$ cat src/rtl/cpu_pkg.sv
// Shared opcodes, IR field positions, sequencer states and instruction classes
// for the Phase-1 control sequencer.
package cpu_pkg;

  localparam int OP_LSB = 27;
  localparam int RA_LSB = 23;
  localparam int RB_LSB = 19;
  localparam int RC_LSB = 15;

  localparam logic [4:0] OP_ADD  = 5'h00;
  localparam logic [4:0] OP_SUB  = 5'h01;
  localparam logic [4:0] OP_AND  = 5'h02;
  localparam logic [4:0] OP_OR   = 5'h03;
  localparam logic [4:0] OP_SHR  = 5'h04;
  localparam logic [4:0] OP_SHRA = 5'h05;
  localparam logic [4:0] OP_SHL  = 5'h06;
  localparam logic [4:0] OP_ROR  = 5'h07;
  localparam logic [4:0] OP_ROL  = 5'h08;
  localparam logic [4:0] OP_MUL  = 5'h0F;
  localparam logic [4:0] OP_DIV  = 5'h10;
  localparam logic [4:0] OP_NEG  = 5'h11;
  localparam logic [4:0] OP_NOT  = 5'h12;

  typedef enum logic [3:0] {
    S_IDLE, S_T0, S_T1, S_T2, S_T3, S_T4, S_T5, S_T6, S_HALT
  } state_t;

  typedef enum logic [1:0] {C_ALU, C_MULDIV, C_UNARY, C_ILL} iclass_t;

  function automatic iclass_t op_class(input logic [4:0] op);
    if (op <= OP_ROL)                  return C_ALU;
    if (op == OP_MUL || op == OP_DIV)  return C_MULDIV;
    if (op == OP_NEG || op == OP_NOT)  return C_UNARY;
    return C_ILL;
  endfunction

endpackage

$ cat src/rtl/reg_select_decode.sv
// One-hot register select decoder with enable; output is all-zero when disabled.
module reg_select_decode #(
  parameter int REGW  = 4,
  parameter int NREGS = 16
) (
  input  logic [REGW-1:0]  sel,
  input  logic             en,
  output logic [NREGS-1:0] onehot
);

  assign onehot = en ? (NREGS'(1) << sel) : '0;

endmodule

$ cat src/rtl/control_sequencer.sv
// Hardwired multi-cycle control unit: fetch T0-T2, decode and execute T3-T6.
// Strobes are a combinational decode of the state register and the IR.
module control_sequencer
  import cpu_pkg::*;
#(
  parameter int OPW   = 5,
  parameter int REGW  = 4,
  parameter int NREGS = 16
) (
  input  logic             clock,
  input  logic             clear,
  input  logic             run,
  input  logic [31:0]      ir,
  output logic [NREGS-1:0] reg_in,
  output logic [NREGS-1:0] reg_out,
  output logic             pc_out,
  output logic             pc_in,
  output logic             inc_pc,
  output logic             mar_in,
  output logic             read,
  output logic             mdr_in,
  output logic             mdr_out,
  output logic             ir_in,
  output logic             y_in,
  output logic             z_in,
  output logic             zlow_out,
  output logic             zhigh_out,
  output logic             lo_in,
  output logic             hi_in,
  output logic [OPW-1:0]   alu_control,
  output logic             busy,
  output logic             instr_done,
  output logic             illegal
);

  state_t          state;
  logic [OPW-1:0]  opcode;
  iclass_t         cls;
  logic            is_last;
  logic            ra_in_en, ra_out_en, rb_out_en, rc_out_en;

  logic [2:0][REGW-1:0]  fld;
  logic [2:0]            dec_en;
  logic [2:0][NREGS-1:0] dec_oh;
  logic                  unused_ir;

  assign opcode    = ir[OP_LSB +: OPW];
  assign cls       = op_class(opcode);
  assign unused_ir = ^ir[RC_LSB-1:0];

  assign is_last = (state == S_T4 && cls == C_UNARY) ||
                   (state == S_T5 && cls == C_ALU)   ||
                   (state == S_T6);

  always_ff @(posedge clock or negedge clear) begin
    if (!clear) begin
      state   <= S_IDLE;
      illegal <= 1'b0;
    end else if (is_last) begin
      state <= run ? S_T0 : S_IDLE;
    end else begin
      case (state)
        S_IDLE: if (run) state <= S_T0;
        S_T0:   state <= S_T1;
        S_T1:   state <= S_T2;
        S_T2:   state <= S_T3;
        S_T3: begin
          if (cls == C_ILL) begin
            state   <= S_HALT;
            illegal <= 1'b1;
          end else begin
            state <= S_T4;
          end
        end
        S_T4:   state <= S_T5;
        S_T5:   state <= S_T6;
        S_HALT: state <= S_HALT;
        default: state <= S_IDLE;
      endcase
    end
  end

  always_comb begin
    pc_out = 1'b0; pc_in = 1'b0; inc_pc = 1'b0; mar_in = 1'b0;
    read = 1'b0; mdr_in = 1'b0; mdr_out = 1'b0; ir_in = 1'b0;
    y_in = 1'b0; z_in = 1'b0; zlow_out = 1'b0; zhigh_out = 1'b0;
    lo_in = 1'b0; hi_in = 1'b0; instr_done = 1'b0;
    alu_control = '0;
    ra_in_en = 1'b0; ra_out_en = 1'b0; rb_out_en = 1'b0; rc_out_en = 1'b0;
    case (state)
      S_T0: begin
        pc_out = 1'b1; mar_in = 1'b1; inc_pc = 1'b1; z_in = 1'b1;
        alu_control = OP_ADD;
      end
      S_T1: begin
        zlow_out = 1'b1; pc_in = 1'b1; read = 1'b1; mdr_in = 1'b1;
      end
      S_T2: begin
        mdr_out = 1'b1; ir_in = 1'b1;
      end
      S_T3: begin
        case (cls)
          C_ALU:    begin rb_out_en = 1'b1; y_in = 1'b1; end
          C_MULDIV: begin ra_out_en = 1'b1; y_in = 1'b1; end
          C_UNARY:  begin rb_out_en = 1'b1; alu_control = opcode; z_in = 1'b1; end
          default:  ;
        endcase
      end
      S_T4: begin
        case (cls)
          C_ALU:    begin rc_out_en = 1'b1; alu_control = opcode; z_in = 1'b1; end
          C_MULDIV: begin rb_out_en = 1'b1; alu_control = opcode; z_in = 1'b1; end
          C_UNARY:  begin zlow_out = 1'b1; ra_in_en = 1'b1; instr_done = 1'b1; end
          default:  ;
        endcase
      end
      S_T5: begin
        case (cls)
          C_ALU:    begin zlow_out = 1'b1; ra_in_en = 1'b1; instr_done = 1'b1; end
          C_MULDIV: begin zlow_out = 1'b1; lo_in = 1'b1; end
          default:  ;
        endcase
      end
      S_T6: begin
        zhigh_out = 1'b1; hi_in = 1'b1; instr_done = 1'b1;
      end
      default: ;
    endcase
  end

  assign busy = (state != S_IDLE) && (state != S_HALT);

  // Ra serves as a read port (mul/div) and the write port, never in the same state.
  assign fld[0]    = ir[RA_LSB +: REGW];
  assign fld[1]    = ir[RB_LSB +: REGW];
  assign fld[2]    = ir[RC_LSB +: REGW];
  assign dec_en[0] = ra_in_en | ra_out_en;
  assign dec_en[1] = rb_out_en;
  assign dec_en[2] = rc_out_en;

  for (genvar g = 0; g < 3; g++) begin : g_dec
    reg_select_decode #(.REGW(REGW), .NREGS(NREGS)) u_dec (
      .sel    (fld[g]),
      .en     (dec_en[g]),
      .onehot (dec_oh[g])
    );
  end

  assign reg_in  = ra_in_en ? dec_oh[0] : '0;
  assign reg_out = (ra_out_en ? dec_oh[0] : '0) | dec_oh[1] | dec_oh[2];

endmodule

$ cat config.mk
export PLATFORM = sky130hd
export DESIGN_NAME = control_sequencer
export DESIGN_NICKNAME = d
export VERILOG_FILES = /design/src/rtl/cpu_pkg.sv /design/src/rtl/reg_select_decode.sv /design/src/rtl/control_sequencer.sv
export SDC_FILE = /design/constraint.sdc
export NUM_CORES = 1
export LEC_CHECK = 0
export ABC_AREA = 1
export BUFFER_PORTS_ARGS = -buffer_cell sky130_fd_sc_hd__buf_2
export CORE_ASPECT_RATIO = 0.75
export CORE_MARGIN = 8
export CORE_UTILIZATION = 44
export DETAILED_ROUTE_END_ITERATION = 10
export PLACE_DENSITY = 0.81
export SYNTH_ARGS = -nofsm -noshare
export SYNTH_HDL_FRONTEND = slang
export SYNTH_HIERARCHICAL = 1
export SYNTH_SLANG_ARGS = --single-unit
$ cat constraint.sdc
create_clock -name clock -period 2.1 [get_ports clock]
set_input_delay 0.105 -clock clock [delete_from_list [all_inputs] [get_ports clock]]
set_output_delay 0.105 -clock clock [all_outputs]
set_load 0.05 [all_outputs]
== Word-level counts from Yosys, hierarchy flattened ==
Index checks and enable logic that the tools add are counted.
Operators by class
  add/sub/neg operators: 0
  $mul: 0
  divide/modulo/power cells: 0
  magnitude comparators: 1
  equal/unequal tests: 17
  shift operators: 3
  muxes and demuxes: 43
  bitwise gates (word level): 4
  reductions and logical operators: 13
Operators by type and width (number)
  2-to-1 mux 16 bit: 5
  left shift 1 x 4 -> 16 bit (first input constant): 3
  OR 16 bit: 2
  case mux 4 bit (8 select lines): 1
  2-to-1 mux 1 bit: 20
  == test 4 x 3 -> 1 bit (second input constant): 4
  == test 5 bit (second input constant): 3
  2-to-1 mux 2 bit: 6
  2-to-1 mux 4 bit: 3
  2-to-1 mux 5 bit: 2
  case mux 5 bit (2 select lines): 1
  case mux 1 bit (3 select lines): 3
  == test 4 x 2 -> 1 bit (second input constant): 2
  == test 5 x 4 -> 1 bit (second input constant): 1
  less-or-equal comparator 5 x 4 -> 1 bit (second input constant): 1
  == test 2 bit (second input constant): 2
  == test 4 x 1 -> 1 bit (second input constant): 1
  == test 4 bit (second input constant): 1
  logical NOT 4 bit: 1
  logical OR 1 bit: 4
  != test 4 bit (second input constant): 1
  case mux 1 bit (2 select lines): 2
  nonzero test 4 bit: 1
  OR reduction 2 bit: 2
  other kinds (7): 9
Storage, ports and cells
  register bits: 5
  latch bits: 0
  RAM bits: 0
  bits in read-only memories: 0
  bits of input ports: 35
  output and inout port bits: 54
  logic and storage cells: 83
  memories kept: 0

== Longest topological paths before layout ==
Gate-level depths: netlist of the first run.
  word-level depth: 17
  mapped depth: 13
  gate-level depth less buffers: 13

== Modules after synthesis ==
Netlist of the first run, hierarchy kept.
Modules (own cells, without submodules)
  control_sequencer: times used 1, cells each 188, area each 1108.6 µm², seq. area each 125.1 µm²
  reg_select_decode: times used 3, cells each 31, area each 126.4 µm², seq. area each 0.0 µm²

== Worst setup path before layout of the first run ==
OpenSTA, ideal clock, no wires.
  path kind: register to output
  start: reg state[1]
  end: out reg_in[0]
  data arrival time: 2.108 ns
  required time: 1.995 ns
  slack: -0.113 ns
  cell stages (with the launch flop): 14
  buffers on the path: 0
  path through: dfrtp_1 > inv_1 > nand2_1 > nor2_4 > inv_2 > nor2_4 > inv_2 > nand2_4 > inv_4 > o21ai_0 > nand2_1 > nor2_1 > inv_1 > nor2_1
RTL lines
  start: declaration: RTL line control_sequencer.sv:36  | state_t state;
  start signal: assignment: RTL line control_sequencer.sv:60  | state <= run ? S_T0 : S_IDLE;
  end: declaration: RTL line control_sequencer.sv:14  | output logic [NREGS-1:0] reg_in,

==> reports/metrics.cfg, run 1 <==
[outcome]
outcome = finished, violations left
violations = setup timing

[worst_setup_path]
cp.arrival_ps = 2120
worstPathCellList = buf_6, nand2_4, nor2_4, inv_2, nor2_4, inv_2, nand2_4, inv_4, o21ai_4, nand2_4, nor2_2, buf_4, a21oi_2, nand2_1, buf_6
path_max_fanout = 8
timing.critical_path.slowest_cell_delay_ps = 430
worst_path_max_delay_cell = sky130_fd_sc_hd__dfrtp_1
crit_top_cell = sky130_fd_sc_hd__nand2_4
critPathLaunchType = flop
timing.critical_path.buf_inv = 6
worst-setup-path-type = reg2out
timing.critical_path.required_ps = 2000
cp_endpoint_kind = output port
critPathTopFamily = simple AND/OR/NAND/NOR gates

[clocking]
h-tree-depth = 1
clkTransAtPathRegs_ps = 40
clock_latency_on_the_worst_skew_pair_ps = 230
cts_tree = built
cts_num_sinks = 5
clock_tree.root_cell = sky130_fd_sc_hd__clkbuf_8
cts_made_buffers = 3
clock_path_buffers = 2

[routing]
vias_cell = 5.25
vias = 2177
route.final.wire_length_mm = 6.22
post_drt_wl_per_cell_um = 15.0
drc_errors = 0
drt_pre_antenna_iters = 5
antenna_violating_nets_post_route = 0
drt_initial_violations = 266

[die]
start_util_pct = 45.6
placementRows = 18
floorplan.core_area_um2 = 3270
top_level_ports = 89
dieWidth_um = 83.1
die_height_um = 66.4
floorplan.die_area_um2 = 5520

[sta]
timing.fmax_mhz = 449
rsz0062_at_grt = yes
slew_viol_final = 0
fin_ws_ps = -127
setup_violations = 26
tightestPinTransition_ps = 376
tns_ps = -1080
final-hold-violation-count = 0
finalCriticalPeriod_ps = 2230
final.period_utilization_pct = 106
fin_worst_skew_ps = 4.41
max_slew_margin_pct = 74.9

[synthesis]
synth_area_leader_cell = sky130_fd_sc_hd__nor2_1
syn-mean-instance-area_um2 = 5.29
number_of_different_library_cells_in_the_post_synthesis_netlist = 24
synth_top_cell_area_share_pct = 16.7
yosysSeqAreaShare_pct = 8.41
main_area_contributors_after_synthesis = sky130_fd_sc_hd__nor2_1 17%, sky130_fd_sc_hd__inv_1 15%, sky130_fd_sc_hd__nand2_1 14%
yosysWarningCount = 6
synth.ff_latch_count = 5
synth_cells = 281
syn_nets = 316
netlist_area_um2 = 1490

[worst_hold_path]
min-delay-path-class = in2reg

[power]
ir_drop_mv = 0.619
power_leakage_nw = 1.23
power.density_cell_area_nw_per_um2 = 723

[run]
max-cap-violations = 0

[cells_and_area]
syn_to_final_growth_pct = 66.8
drive_above_1_share_pct = 47.5
insertedDiodeCount = 0
finish.net_count = 411
fill_cells = 249
postLayoutCoreUtil_pct = 76.0

[placement]
dp_hpwl_mm = 4.08
placement.io_buffers = 73
globalplace.congestion = 0.938

[global_routing]
maximum_number_of_pins_on_one_net_before_global_route_repair = 17
first_pass_grt_wire_length_mm = 8.76
grt_remaining_overflow = 0
initial_antenna_violation_count = 0
grt_pass1_vias = 1934
track_usage_pct = 18.7

synth_stat cells:
cell type and number:
sky130_fd_sc_hd__a21boi_1 2, sky130_fd_sc_hd__a21oi_1 11, sky130_fd_sc_hd__a21oi_2 10, sky130_fd_sc_hd__a31oi_1 1, sky130_fd_sc_hd__buf_12 2, sky130_fd_sc_hd__buf_4 6, sky130_fd_sc_hd__dfrtp_1 5, sky130_fd_sc_hd__inv_1 61
sky130_fd_sc_hd__inv_2 4, sky130_fd_sc_hd__inv_4 1, sky130_fd_sc_hd__nand2_1 56, sky130_fd_sc_hd__nand2_2 1, sky130_fd_sc_hd__nand2_4 2, sky130_fd_sc_hd__nand3_1 26, sky130_fd_sc_hd__nand3b_1 2, sky130_fd_sc_hd__nand4_1 2
sky130_fd_sc_hd__nor2_1 66, sky130_fd_sc_hd__nor2_2 4, sky130_fd_sc_hd__nor2_4 13, sky130_fd_sc_hd__nor2_8 1, sky130_fd_sc_hd__nor3_1 1, sky130_fd_sc_hd__o21ai_0 2, sky130_fd_sc_hd__o21ai_1 1, sky130_fd_sc_hd__o31ai_1 1
cell type report:
| type | count | area, um^2 | area share (%) |
|---|---|---|---|
| multi-input combinational | 202 | 1220 | 49.0 |
| timing repair buffer | 98 | 795 | 32.0 |
| inverter | 66 | 250 | 10.1 |
| sequential | 5 | 125 | 5.04 |
| tap | 40 | 50.0 | 2.02 |
| clock buffer | 4 | 45.0 | 1.82 |
cells in the final DEF, fill, tap and decap left out, types with 2 or more instances in the layout:
cell type,n
sky130_fd_sc_hd__inv_1,50
sky130_fd_sc_hd__clkbuf_8,3
sky130_fd_sc_hd__buf_6,21
sky130_fd_sc_hd__nand3_1,25
sky130_fd_sc_hd__dfrtp_1,5
sky130_fd_sc_hd__nand2_4,6
sky130_fd_sc_hd__buf_4,25
sky130_fd_sc_hd__nor2_1,45
sky130_fd_sc_hd__o21ai_4,2
sky130_fd_sc_hd__nand3b_1,2
sky130_fd_sc_hd__nor2_4,27
sky130_fd_sc_hd__nor2_2,11
sky130_fd_sc_hd__a21oi_2,11
sky130_fd_sc_hd__nand4_1,2
sky130_fd_sc_hd__a21oi_1,10
sky130_fd_sc_hd__nand2_1,50
sky130_fd_sc_hd__buf_8,9
sky130_fd_sc_hd__buf_2,41
sky130_fd_sc_hd__a21boi_1,2
sky130_fd_sc_hd__inv_2,15
sky130_fd_sc_hd__nand2_2,3
logic make-up after synthesis:
| family | Yosys count | synth area share, % |
|---|---|---|
| DFF | 5 | 8.41 |
| AOI/OAI and AO/OA | 28 | 12.5 |
| buffers and inverters | 74 | 22.5 |
| and+or+nand+nor | 174 | 56.5 |
path summary, 6_finish.rpt:
kind	from	end	slack [ps]	cells past startpoint
max reg2reg	state[0]$_DFFE_PN0P_	state[0]$_DFFE_PN0P_	640	10
min reg2reg	illegal$_DFFE_PN0P_	illegal$_DFFE_PN0P_	460	2
min in group asynchronous	clear	state[1]$_DFFE_PN0P_	240	2
max in group asynchronous	clear	illegal$_DFFE_PN0P_	1710	2
max	state[0]$_DFFE_PN0P_	reg_out[5]	-130	15
min	run	state[0]$_DFFE_PN0P_	110	3
where the power goes:
part | switching, mW | internal [mW] | total, mW | leakage [nW]
Combinational | 1.02 | 0.414 | 1.43 | 1.14
Sequential | 0.0368 | 0.131 | 0.168 | 0.0592
Clock | 0.0589 | 0.131 | 0.190 | 0.0228
Total | 1.12 | 0.676 | 1.79 | 1.23
what timing repair did:
item / 4_1_cts / 5_1_grt
pin swaps: 9 / 24
hold buffers: 1 / 0
setup buffers: 6 / 0
hold endpoints to repair: 5 / 0
endpoints found under the setup margin: 32 / 32
gates resized for setup: 72 / 68
per-layer routing:
layer	wire length [um]	share of wire (%)	GRT usage, %
met1	2550	41	23.6
met2	2910	47	31.9
met3	621	10	4.06
met4	136	2.2	4.37
met5	0	0	0
per-stage QoR:
stage                     area [um^2]  hold WS, ps  total power [mW]  worst slack (ps)  std cells
after floorplan                  1490         -191              1.12              -113        281
after global placement           1960        -73.4              1.40             -14.8        405
after detailed placement         1960        -66.6              1.41             -75.1        405
after CTS                        2260          101              1.71             -6.41        415
after global routing             2480          132              1.88              -240        415
final                            2480          105              1.79              -127        415
registers in the layout (all words and copies together) (netlist names):
name and flops:
illegal 1, state 4
tightest hold or removal path, delay by kind of cell:
| family | cells | cell delay [ps] |
|---|---|---|
| and+or+nand+nor | 2 | 100 |
| buffers and inverters | 1 | 90 |
No activity file was read; power rests on OpenSTA's default activity.
==> inputs of run 2 (changes only) <==
- CELL_PAD_IN_SITES_DETAIL_PLACEMENT: default -> 1
- CELL_PAD_IN_SITES_GLOBAL_PLACEMENT: default -> 2
- CORE_UTILIZATION: 44 -> 20
- PLACE_DENSITY: 0.81 -> default
- PLACE_DENSITY_LB_ADDON: default -> 0.1
- SYNTH_HIERARCHICAL: 1 -> default
==> run 2 against run 1 <==
- the flow now finishes without violations
- combinational power fell by 20%
- fmax rose by 12%
- critical path depth is 6 lower
- sequential cell count stayed put
- register-to-register slack lost 100 ps
- critical path type unchanged
- largest cell class unchanged
==> reports/metrics.cfg, run 2 <==
[placement]
dp_hpwl_mm = 5.16
globalplace.congestion = 0.756
placement.io_buffers = 73
dp_worst_setup_slack_ps = 250

[routing]
top_signal_layer_used = met4
drt_pre_antenna_iters = 4
post_drt_wl_per_cell_um = 14.4
drc_errors = 0
vias_cell = 4.33
antenna_violating_nets_post_route = 0
route.final.wire_length_mm = 6.24
met3WireLength_um = 305
vias = 1881
drt_initial_violations = 71
detail_route.wirelength.met1_mm = 3.51
wl_met2_mm = 2.41

[worst_setup_path]
critPathTopFamily = simple AND/OR/NAND/NOR gates
timing.critical_path.required_ps = 2000
worst-setup-path-type = reg2out
setup.reg_to_reg.worst_slack_ps = 540
worst_path_max_delay_cell = sky130_fd_sc_hd__dfrtp_2
timing.critical_path.slowest_cell_delay_ps = 440
cp.arrival_ps = 1890
worst_r2r_endpoint = state[2]$_DFFE_PN0P_
worstPathCellList = nor2_2, inv_2, nor2_4, nand2_2, nand3_4, buf_12, nand4_1, nand2_1, buf_2
timing.critical_path.buf_inv = 3
worst_r2r_startpoint = state[1]$_DFFE_PN0P_
r2r.worst_path.cells = 8
path_max_fanout = 10
cp_endpoint_kind = output port
critPathLaunchType = flop

[cells_and_area]
largest_reg_flops = 4
regMostFlops = state
drive_above_1_share_pct = 35.4
most-common-layout-cells = 58 x sky130_fd_sc_hd__buf_2, 46 x sky130_fd_sc_hd__nor2_1, 44 x sky130_fd_sc_hd__nand2_1
syn_to_final_growth_pct = 36.3
finish.net_count = 369
postLayoutCoreUtil_pct = 27.7
largest_registers = state (4), illegal (1)
final_common_cell = sky130_fd_sc_hd__buf_2
insertedDiodeCount = 0

[synthesis]
yosysSeqAreaShare_pct = 8.53
syn_nets = 303
synth_top_cell_area_share_pct = 12.0
postSynth.asyncResetShare_pct = 100
synthTopCellsByCount = 47 x sky130_fd_sc_hd__nor2_1, 44 x sky130_fd_sc_hd__nand2_1, 36 x sky130_fd_sc_hd__inv_1
synth_cells = 268
synth.ff_latch_count = 5
most_frequent_cell_after_synthesis = sky130_fd_sc_hd__nor2_1
syn-mean-instance-area_um2 = 5.47
number_of_different_library_cells_in_the_post_synthesis_netlist = 27
synth_ff_type = sky130_fd_sc_hd__dfrtp_1
synth_area_leader_cell = sky130_fd_sc_hd__nor2_1
main_area_contributors_after_synthesis = sky130_fd_sc_hd__nor2_1 12%, sky130_fd_sc_hd__nand2_1 11%, sky130_fd_sc_hd__nand3_1 11%
netlist_area_um2 = 1470
yosysWarningCount = 0
synth-edff-count = 0

[clocking]
cts_num_sinks = 5
h-tree-depth = 1
cts_made_buffers = 3
clock_latency_on_the_worst_skew_pair_ps = 220
clock_tree.root_cell = sky130_fd_sc_hd__clkbuf_8
clkTransAtPathRegs_ps = 30
clock_path_buffers = 2
cts_tree = built

[sta]
max_slew_margin_pct = 67.6
slew_viol_final = 0
finalCriticalPeriod_ps = 2000
setup_violations = 0
timing.fmax_mhz = 501
fin_worst_skew_ps = 0.834
hold-worst-slack_ps = 104
final.period_utilization_pct = 95.1
fin_ws_ps = 103
tightestPinTransition_ps = 485
final-hold-violation-count = 0

[power]
power.density_cell_area_nw_per_um2 = 752
power_leakage_nw = 1.10
ir_drop_mv = 0.449

[worst_hold_path]
timing.hold.worst.start = run
worstHoldPathCells = 3
min-delay-path-class = in2reg
end_of_the_worst_hold_path = state[0]$_DFFE_PN0P_

[global_routing]
grt_remaining_overflow = 0
track_usage_pct = 11.6
initial_antenna_violation_count = 0
first_pass_grt_wire_length_mm = 9.96
maximum_number_of_pins_on_one_net_before_global_route_repair = 20
grt_pass1_vias = 1852

[run]
max-cap-violations = 0

[die]
floorplan.die_area_um2 = 10400
dieWidth_um = 115
placementRows = 27
floorplan.core_area_um2 = 7230
start_util_pct = 20.3
die_height_um = 90.2
top_level_ports = 89

[outcome]
outcome = finished clean

==> run 2: what timing repair did <==
action | CTS | global route
resized for setup | 0 | 28
setup endpoints to repair | 0 | 32
buffers inserted | 0 | 1
hold endpoints to repair | 5 | 0
hold buffers | 1 | 0
==> run 2: worst min-delay path, delay by kind of cell <==
kind                   cells  cell delay [ps]
buffers and inverters      1               90
and+or+nand+nor            2               90
==> run 2: cell families after synthesis <==
logic type             after synthesis  share of synthesized area (%)
AOI/OAI and AO/OA                   20                           7.94
and+or+nand+nor                    184                           64.8
DFF                                  5                           8.53
buffers and inverters               59                           18.7
==> run 2: layout make-up <==
type                            count  area [um^2]
Clock buffer                        4         45.0
Fill cell                         984         5230
Inverter                           44          169
Multi-Input combinational cell    205         1100
Sequential cell                     5          126
Tap cell                          101          126
Timing Repair Buffer               75          433
==> run 2: stage by stage <==
stage	total power, mW	instance area (um^2)	TNS (ps)	std cells
finish	1.50	2000	0	434
global route	1.62	2000	-15.1	434
global placement	1.32	1850	0	427
CTS	1.51	1910	0	432
floorplan	1.13	1470	-726	268
detailed placement	1.32	1850	0	427
==> run 2: per-layer routing <==
metal / GRT usage (%) / vias to the layer above
li1: - / 1003
met4: 2.29 / 0
met1: 18.8 / 830
met3: 1.40 / 2
met2: 15.2 / 46
met5: 0 / -
==> run 2: where the power goes <==
part / switching (mW) / internal [mW] / total (mW)
Combinational: 0.892 / 0.256 / 1.15
Sequential: 0.0485 / 0.133 / 0.181
Clock: 0.0451 / 0.130 / 0.175
==> run 2: worst max-delay path by stage <==
stage | from | to | slack, ps | cells past startpoint
floorplan | state[1]$_DFFE_PN0P_ | reg_in[0] | -150 | 7
global placement | state[1]$_DFFE_PN0P_ | reg_out[10] | 260 | 8
detailed placement | state[1]$_DFFE_PN0P_ | reg_in[0] | 250 | 8
CTS | state[1]$_DFFE_PN0P_ | reg_in[0] | 2 | 8
global route | state[1]$_DFFE_PN0P_ | reg_out[6] | -10 | 9
finish | state[1]$_DFFE_PN0P_ | reg_out[3] | 100 | 9
